--- src/rtl/neuron_fire_unit.sv ---
// neuron_fire_unit
// Accumulates per-time-step synaptic increments over one gamma window and
// reports the first time step at which the accumulator reaches the latched
// threshold. The result is held on a valid/ready interface until it is taken.
//
// Ports:
//   clk          clock, rising edge
//   rst_n        asynchronous active-low reset
//   start        begin a new window (sampled only when idle)
//   threshold    firing threshold, latched on accepted start
//   in_valid     increment present this time step
//   in_data      unsigned increment from the adder tree
//   busy         high while accumulating or holding a result
//   out_valid    result available
//   out_ready    downstream accepts the result
//   spike_fired  1 = threshold crossed inside the window
//   spike_time   step of the crossing; all ones when not fired
module neuron_fire_unit #(
    parameter int unsigned data_in_width = 8,
    parameter int unsigned TIME_WIDTH    = 4,
    parameter int unsigned WINDOW        = 16
) (
    input  logic                     clk,
    input  logic                     rst_n,
    input  logic                     start,
    input  logic [data_in_width-1:0] threshold,
    input  logic                     in_valid,
    input  logic [data_in_width-1:0] in_data,
    output logic                     busy,
    output logic                     out_valid,
    input  logic                     out_ready,
    output logic                     spike_fired,
    output logic [TIME_WIDTH-1:0]    spike_time
);

    localparam int unsigned SUM_W = data_in_width + 1;
    localparam logic [TIME_WIDTH-1:0] LAST_STEP = TIME_WIDTH'(WINDOW - 1);

    typedef enum logic [1:0] {
        IDLE  = 2'd0,
        ACCUM = 2'd1,
        HOLD  = 2'd2
    } state_t;

    state_t                   state,        state_nxt;
    logic [data_in_width-1:0] acc,          acc_nxt;
    logic [data_in_width-1:0] thr,          thr_nxt;
    logic [TIME_WIDTH-1:0]    t,            t_nxt;
    logic                     busy_nxt;
    logic                     out_valid_nxt;
    logic                     spike_fired_nxt;
    logic [TIME_WIDTH-1:0]    spike_time_nxt;

    logic [data_in_width-1:0] inc;
    logic [SUM_W-1:0]         sum;
    logic [data_in_width-1:0] acc_sat;

    // Saturating accumulate: one spare bit catches the carry, which clamps to all ones.
    always_comb begin
        inc     = in_valid ? in_data : '0;
        sum     = SUM_W'(acc) + SUM_W'(inc);
        acc_sat = sum[SUM_W-1] ? '1 : sum[data_in_width-1:0];
    end

    // State register and all registered outputs.
    always_ff @(posedge clk or negedge rst_n) begin
        if (!rst_n) begin
            state       <= IDLE;
            acc         <= '0;
            thr         <= '0;
            t           <= '0;
            busy        <= 1'b0;
            out_valid   <= 1'b0;
            spike_fired <= 1'b0;
            spike_time  <= '0;
        end else begin
            state       <= state_nxt;
            acc         <= acc_nxt;
            thr         <= thr_nxt;
            t           <= t_nxt;
            busy        <= busy_nxt;
            out_valid   <= out_valid_nxt;
            spike_fired <= spike_fired_nxt;
            spike_time  <= spike_time_nxt;
        end
    end

    // Next-state and next-output logic.
    always_comb begin
        state_nxt       = state;
        acc_nxt         = acc;
        thr_nxt         = thr;
        t_nxt           = t;
        busy_nxt        = busy;
        out_valid_nxt   = out_valid;
        spike_fired_nxt = spike_fired;
        spike_time_nxt  = spike_time;

        case (state)
            IDLE: begin
                if (start) begin
                    thr_nxt   = threshold;
                    acc_nxt   = '0;
                    t_nxt     = '0;
                    busy_nxt  = 1'b1;
                    state_nxt = ACCUM;
                end
            end

            ACCUM: begin
                // A crossing on the last step wins over the window timeout.
                if (acc_sat >= thr) begin
                    spike_fired_nxt = 1'b1;
                    spike_time_nxt  = t;
                    out_valid_nxt   = 1'b1;
                    state_nxt       = HOLD;
                end else if (t == LAST_STEP) begin
                    spike_fired_nxt = 1'b0;
                    spike_time_nxt  = '1;
                    out_valid_nxt   = 1'b1;
                    state_nxt       = HOLD;
                end else begin
                    acc_nxt = acc_sat;
                    t_nxt   = t + TIME_WIDTH'(1);
                end
            end

            HOLD: begin
                if (out_ready) begin
                    out_valid_nxt = 1'b0;
                    busy_nxt      = 1'b0;
                    state_nxt     = IDLE;
                end
            end

            default: begin
                out_valid_nxt = 1'b0;
                busy_nxt      = 1'b0;
                state_nxt     = IDLE;
            end
        endcase
    end

endmodule

--- config.mk ---
export PLATFORM = sky130hd
export DESIGN_NAME = neuron_fire_unit
export DESIGN_NICKNAME = d
export VERILOG_FILES = /design/src/rtl/neuron_fire_unit.sv
export SDC_FILE = /design/constraint.sdc
export NUM_CORES = 1
export LEC_CHECK = 0
export CORE_UTILIZATION = 58
export DETAILED_ROUTE_END_ITERATION = 10
export PLACE_DENSITY_LB_ADDON = 0.15
export SYNTH_ARGS = -nofsm -noshare
export SYNTH_HDL_FRONTEND = slang
export SYNTH_SLANG_ARGS = --single-unit
--- constraint.sdc ---
create_clock -name clk -period 6.2 [get_ports clk]
set_clock_uncertainty 0.15 [all_clocks]
set_input_delay 0.93 -clock clk [delete_from_list [all_inputs] [get_ports clk]]
set_output_delay 0.93 -clock clk [all_outputs]
set_load 0.1 [all_outputs]
==> results of run 1 <==
power by group through the flow:
stage,Combinational [mW],Sequential (mW),Clock [mW]
finish,0.755,0.321,0.113
global route,0.823,0.333,0.124
CTS,0.755,0.321,0.116
detailed placement,0.753,0.326,0
global placement,0.718,0.320,0
floorplan,0.452,0.449,0
final cells by class:
cell class	instances	area [sq um]	area share, %
Clock buffer	7	55.05	2.535
Inverter	17	63.81	2.938
Multi-Input combinational cell	130	1011	46.54
Sequential cell	29	725.7	33.41
Tap cell	31	38.79	1.786
Timing Repair Buffer	28	277.8	12.79
metrics by stage:
step,instance area (sq um),setup slack [ns],hold slack [ns],utilization [%]
floorplan,1805,2.244,0.3209,-
global placement,2117,1.379,0.3217,74.21
detailed placement,2117,1.219,0.3265,74.21
CTS,2172,1.564,0.3453,76.14
global route,2172,1.257,0.3613,76.14
finish,2172,1.478,0.3418,76.14
state kept, by name (all words and copies together) (netlist names):
signal       flops
busy             1
thr              8
acc              8
out_valid        1
state            2
t                4
spike_time       4
spike_fired      1
synthesized netlist by cell type (5+ instances only):
| library cell | count |
|---|---|
| sky130_fd_sc_hd__and2_1 | 8 |
| sky130_fd_sc_hd__dfrtp_1 | 29 |
| sky130_fd_sc_hd__ha_1 | 17 |
| sky130_fd_sc_hd__inv_1 | 17 |
| sky130_fd_sc_hd__mux2_2 | 8 |
| sky130_fd_sc_hd__nand2_1 | 20 |
| sky130_fd_sc_hd__nand3_1 | 5 |
| sky130_fd_sc_hd__nor2_1 | 9 |
| sky130_fd_sc_hd__o21ai_0 | 6 |
| sky130_fd_sc_hd__xnor2_1 | 5 |
kinds of logic after synthesis:
group                    share of synthesized area, %
AND/OR/NAND/NOR                                 13.44
AO/OA/AOI/OAI                                   20.03
flip-flops                                      40.19
buffers and inverters                           3.811
adder cells (fa/ha/maj)                         12.89
multiplexers                                    7.207
XOR/XNOR                                        2.425
worst paths after layout:
check / end / depth (start not counted) / slack [ns] / startpoint
max: acc[5]$_DFFE_PN0P_ / 14 / 1.48 / in_valid
min: spike_time[1]$_DFFE_PN0P_ / 1 / 0.34 / spike_time[1]$_DFFE_PN0P_
max reg2reg: acc[5]$_DFFE_PN0P_ / 12 / 2.40 / acc[0]$_DFFE_PN0P_
min reg2reg: spike_time[1]$_DFFE_PN0P_ / 1 / 0.34 / spike_time[1]$_DFFE_PN0P_
max in group asynchronous: t[2]$_DFFE_PN0P_ / 2 / 4.80 / rst_n
min in group asynchronous: spike_fired$_DFFE_PN0P_ / 2 / 0.82 / rst_n
layer usage:
layer / routed length [microns] / track usage, % / vias up
li1: - / - / 707
met1: 1616 / 31.20 / 723
met2: 1942 / 44.85 / 34
met3: 152 / 7.589 / 7
met4: 75 / 8.844 / 0
met5: 0 / 0 / -
==> flow_summary.ini, run 1 <==
[run_status]
status = finished, violations left
violated_checks = DRC

[drt]
drtAntennaViolNets = 0
finalWirelength_microns = 3786
routed_vias = 1471
routed_wire_length_per_instance_microns = 15.64
drc_errors = 1
drt_iter0_markers = 36
detail_route.first_pass.iterations = 10
vias_per_cell = 6.079

[clock_tree]
clock_network_latency_to_the_later_pin_of_the_worst_skew_pair_ns = 0.33
numCtsBuffers = 5
cts_buffer_depth = 2
clkSlewWorstSetupHoldPaths_ns = 0.08
ctsHtreeMaxLevel = 2
clock_tree_from_tritoncts = yes
post_cts_hold_buffer_count = 0
cts_num_sinks = 29
cts_resized = 0
post_cts_buffers = 0
ctsRootBufferMaster = sky130_fd_sc_hd__clkbuf_4

[sta]
hold_viol_final = 0
rsz0062_at_grt = false
fmax_mhz = 211.8
worst_slew_margin_rel_pct = 35.63
finalCriticalPeriod_ns = 4.722
timing.final.crit_share_pct = 76.16
timing.setup.tns_ns = 0
drv_slew = 0
setup-violations-final = 0
worst_max_slew_pin_slew_ns = 0.9626

[die]
placementRows = 19
fp.dieArea_sq_um = 3340
die_x_microns = 57.80
fp.coreArea_sq_um = 2853
initial_core_utilization_pct = 63.29
fp.dieH_microns = 57.80
ioPinCount = 28

[critical_path]
worst-path-max-fanout = 8
max_stage_delay_ns = 0.53
critical_path.n_buffers_inverters = 1
critical_path_required_ns = 6.24
critPathArrivalTime_ns = 4.76
worst_path_max_delay_cell = sky130_fd_sc_hd__clkdlybuf4s50_1
ws_path_type = in2reg
crit_chain = clkdlybuf4s50_1 > and2_1 > ha_1 > fa_1 > a21oi_1 > o211ai_1 > o21ai_0 > nand2_1 > ha_1 > a211o_1 > a31oi_2 > o311ai_2 > nor3_1 > a22oi_1
worst_path_most_repeated_cell = sky130_fd_sc_hd__ha_1
critical_path.endpoint_type = flip-flop
worst_path_dominant_cell_family = compound AO/OA/AOI/OAI gates
timing.critical_path.from_type = primary input

[synthesis]
synth-edff-count = 0
netlist_instances = 177
synth.largest_area_cell = sky130_fd_sc_hd__dfrtp_1
synth-seq-area-share_pct = 40.19
syn-cell-area_sq_um = 1805
yosys_register_bits = 29
synth-main-ff-cell = sky130_fd_sc_hd__dfrtp_1
post_synth_arst_share_pct = 100.0
synthesis.area_per_instance_sq_um = 10.20
synthesis.yosys.warnings = 0
synth_nets = 216
synth_area_leaders = sky130_fd_sc_hd__dfrtp_1 (40%), sky130_fd_sc_hd__ha_1 (12%), sky130_fd_sc_hd__mux2_2 (5.0%), sky130_fd_sc_hd__nand2_1 (4.2%), sky130_fd_sc_hd__inv_1 (3.5%)
post-synth-top-area-fraction_pct = 40.19
ys_types = 40

[cells_and_area]
layout_common_cells = sky130_fd_sc_hd__dfrtp_1 (29), sky130_fd_sc_hd__clkdlybuf4s50_1 (27), sky130_fd_sc_hd__nand2_1 (20)
fill_cells = 210
antenna_cells_inserted = 0
layout_commonest_cell = sky130_fd_sc_hd__dfrtp_1
post_route_cells_drive_above_1_share_pct = 10.90
area.growth.synth_to_final_pct = 20.30
final_cells = 242
layout_net_count = 250

[power_and_ir_drop]
power.density_cell_area_nw_per_um2 = 547.6
pwr-share-seq_pct = 27.0
power.internal_mw = 0.6079
switching_share_pct = 48.89
cellLeakagePower_nw = 1.041
finalPower_mw = 1.190
clock_power_share_pct = 9.5
power_switching_mw = 0.5816
ir_worst_vdd_mv = 0.3271
comb_power_share_pct = 63.5

[global_routing]
initial_antenna_violation_count = 0
grt_start_max_net_pins = 30
gr-total-overflow = 0
grt_use_total_pct = 25.99
first_global_vias = 1483
grt_pass1_wl_microns = 6492

[placed_design]
port_buffers = 27
place.gp.congestion = 0.8725
dpl.cell_count = 235
post-dp-hpwl_microns = 3022

[min_path]
min-delay-path-class = reg2reg

[run]
max_cap_violations = 0
(Power assumes the default switching activity.)
==> run 2: changes to the inputs <==
- CORE_UTILIZATION: 58 -> 53
- clock period: 6.2 -> 4.4 ns (I/O delays scaled with it)
==> run 2 against run 1 <==
  * The flow now finishes without violations
  * Critical path depth shrank 1
  * Largest power group unchanged
  * Sequential power grew 42%
  * Critical path type unchanged
  * Largest cell class unchanged
  * Wire length grew 4.1%
  * Worst hold slack gained 0.0050 ns
==> flow_summary.ini, run 2 (synthesis gave the netlist of run 1 again) <==
[critical_path]
critical_path.n_buffers_inverters = 1
critical_path_required_ns = 4.53
critPathArrivalTime_ns = 4.28
crit_chain = clkdlybuf4s50_1 > and2_1 > ha_1 > a211o_1 > o2111ai_1 > nand2_1 > a2111oi_2 > nor2_1 > ha_1 > nand4_1 > o311a_4 > a21oi_2 > o22a_1
timing.critical_path.from_type = primary input
worst-path-max-fanout = 8
worst_path_max_delay_cell = sky130_fd_sc_hd__clkdlybuf4s50_1
ws_path_type = in2reg
worst_path_dominant_cell_family = compound AO/OA/AOI/OAI gates
critical_path.endpoint_type = flip-flop
max_stage_delay_ns = 0.58
worst_path_most_repeated_cell = sky130_fd_sc_hd__ha_1

[global_routing]
initial_antenna_violation_count = 0
first_global_vias = 1491
gr-total-overflow = 0
grt_start_max_net_pins = 25
grt_use_total_pct = 24.41
grt_pass1_wl_microns = 6430

[cells_and_area]
biggestRegsByFlops = acc x8, thr x8
post-route-util_pct = 72.10
layout_net_count = 258
layout_common_cells = sky130_fd_sc_hd__dfrtp_1 (29), sky130_fd_sc_hd__clkdlybuf4s50_1 (27), sky130_fd_sc_hd__nand2_1 (20)
antenna_cells_inserted = 0
area.growth.synth_to_final_pct = 25.92
finalInstanceArea_sq_um = 2273
post_route_cells_drive_above_1_share_pct = 15.00
layout_commonest_cell = sky130_fd_sc_hd__dfrtp_1
final_cells = 264

[clock_tree]
cts_num_sinks = 29
cts_resized = 0
ctsHtreeMaxLevel = 2
clock_network_latency_to_the_later_pin_of_the_worst_skew_pair_ns = 0.33
ctsRootBufferMaster = sky130_fd_sc_hd__clkbuf_4
post_cts_buffers = 0
clkSlewWorstSetupHoldPaths_ns = 0.09
cts_buffer_depth = 2
post_cts_hold_buffer_count = 0
numCtsBuffers = 5
clock_tree_from_tritoncts = yes

[drt]
routed_vias = 1498
top_layer_used = met4
drt_iter0_markers = 68
detail_route.first_pass.iterations = 4
vias_per_cell = 5.674
detail_route.wirelength.met1_microns = 1666
detailroute.wirelength.met2_microns = 2044
drc_errors = 0
met3_wirelength_microns = 142
drtAntennaViolNets = 0
finalWirelength_microns = 3942
routed_wire_length_per_instance_microns = 14.93

[sta]
setup-violations-final = 0
finalCriticalPeriod_ns = 4.154
fmax_mhz = 240.8
timing.setup.tns_ns = 0
setup_slack_ns = 0.2464
worst_slew_margin_rel_pct = 29.00
drv_slew = 0
rsz0062_at_grt = false
hold_viol_final = 0
timing.final.crit_share_pct = 94.40
worst_max_slew_pin_slew_ns = 1.062
hold-worst-slack_ns = 0.3467

[power_and_ir_drop]
cellLeakagePower_nw = 1.096
power.density_cell_area_nw_per_um2 = 778.2
finalPower_mw = 1.769
ir_worst_vdd_mv = 0.3939

[die]
die_x_microns = 60.37
ioPinCount = 28
fp.dieH_microns = 60.37
fp.dieArea_sq_um = 3644
fp.coreArea_sq_um = 3153
initial_core_utilization_pct = 57.26
placementRows = 20

[placed_design]
port_buffers = 27
dpl.cell_count = 256
preCtsSetupSlack_ns = -0.1233
place.gp.congestion = 0.9269
placement.cell_area_sq_um = 2193
post-dp-hpwl_microns = 3154

[run]
max_cap_violations = 0

[min_path]
min-delay-path-class = reg2reg

[run_status]
status = finished clean
-- run 2: path summary, 6_finish.rpt --
| kind | start | to | slack, ns | cells past startpoint |
|---|---|---|---|---|
| setup / recovery | in_valid | spike_time[0]$_DFFE_PN0P_ | 0.25 | 13 |
| hold / removal | spike_time[2]$_DFFE_PN0P_ | spike_time[2]$_DFFE_PN0P_ | 0.35 | 1 |
| setup reg to reg | acc[0]$_DFFE_PN0P_ | acc[5]$_DFFE_PN0P_ | 0.86 | 13 |
| hold reg to reg | spike_time[2]$_DFFE_PN0P_ | spike_time[2]$_DFFE_PN0P_ | 0.35 | 1 |
| max in group asynchronous | rst_n | thr[1]$_DFFE_PN0P_ | 2.66 | 2 |
| min in group asynchronous | rst_n | spike_time[3]$_DFFE_PN0P_ | 0.75 | 1 |
-- run 2: report_power, final --
group	switching, mW	internal, mW
Clock	0.0921	0.0925
Sequential	0.0745	0.381
Combinational	0.685	0.445
Total	0.851	0.918
-- run 2: per-layer routing --
metal | vias up | global-route usage (%)
met2 | 33 | 42.39
met3 | 9 | 4.691
met5 | - | 0
met4 | 0 | 12.29
li1 | 723 | -
met1 | 733 | 28.71
-- run 2: cell type report --
class	instances	area (sq um)
multi-input combinational	130	1021
fill	265	879.6
sequential	29	725.7
timing repair buffer	36	337.8
clock buffer	7	65.06
inverter	17	63.81
tap	44	55.05
clock inverter	1	5.005
-- run 2: worst register-to-register path, delay by kind of cell, from the launching register on --
| kind | cells | cell delay (ns) |
|---|---|---|
| AO/OA/AOI/OAI | 7 | 1.44 |
| adder cells (fa/ha/maj) | 3 | 0.84 |
| buffers and inverters | 1 | 0.08 |
| flip-flops | 1 | 0.40 |
| AND/OR/NAND/NOR | 2 | 0.50 |
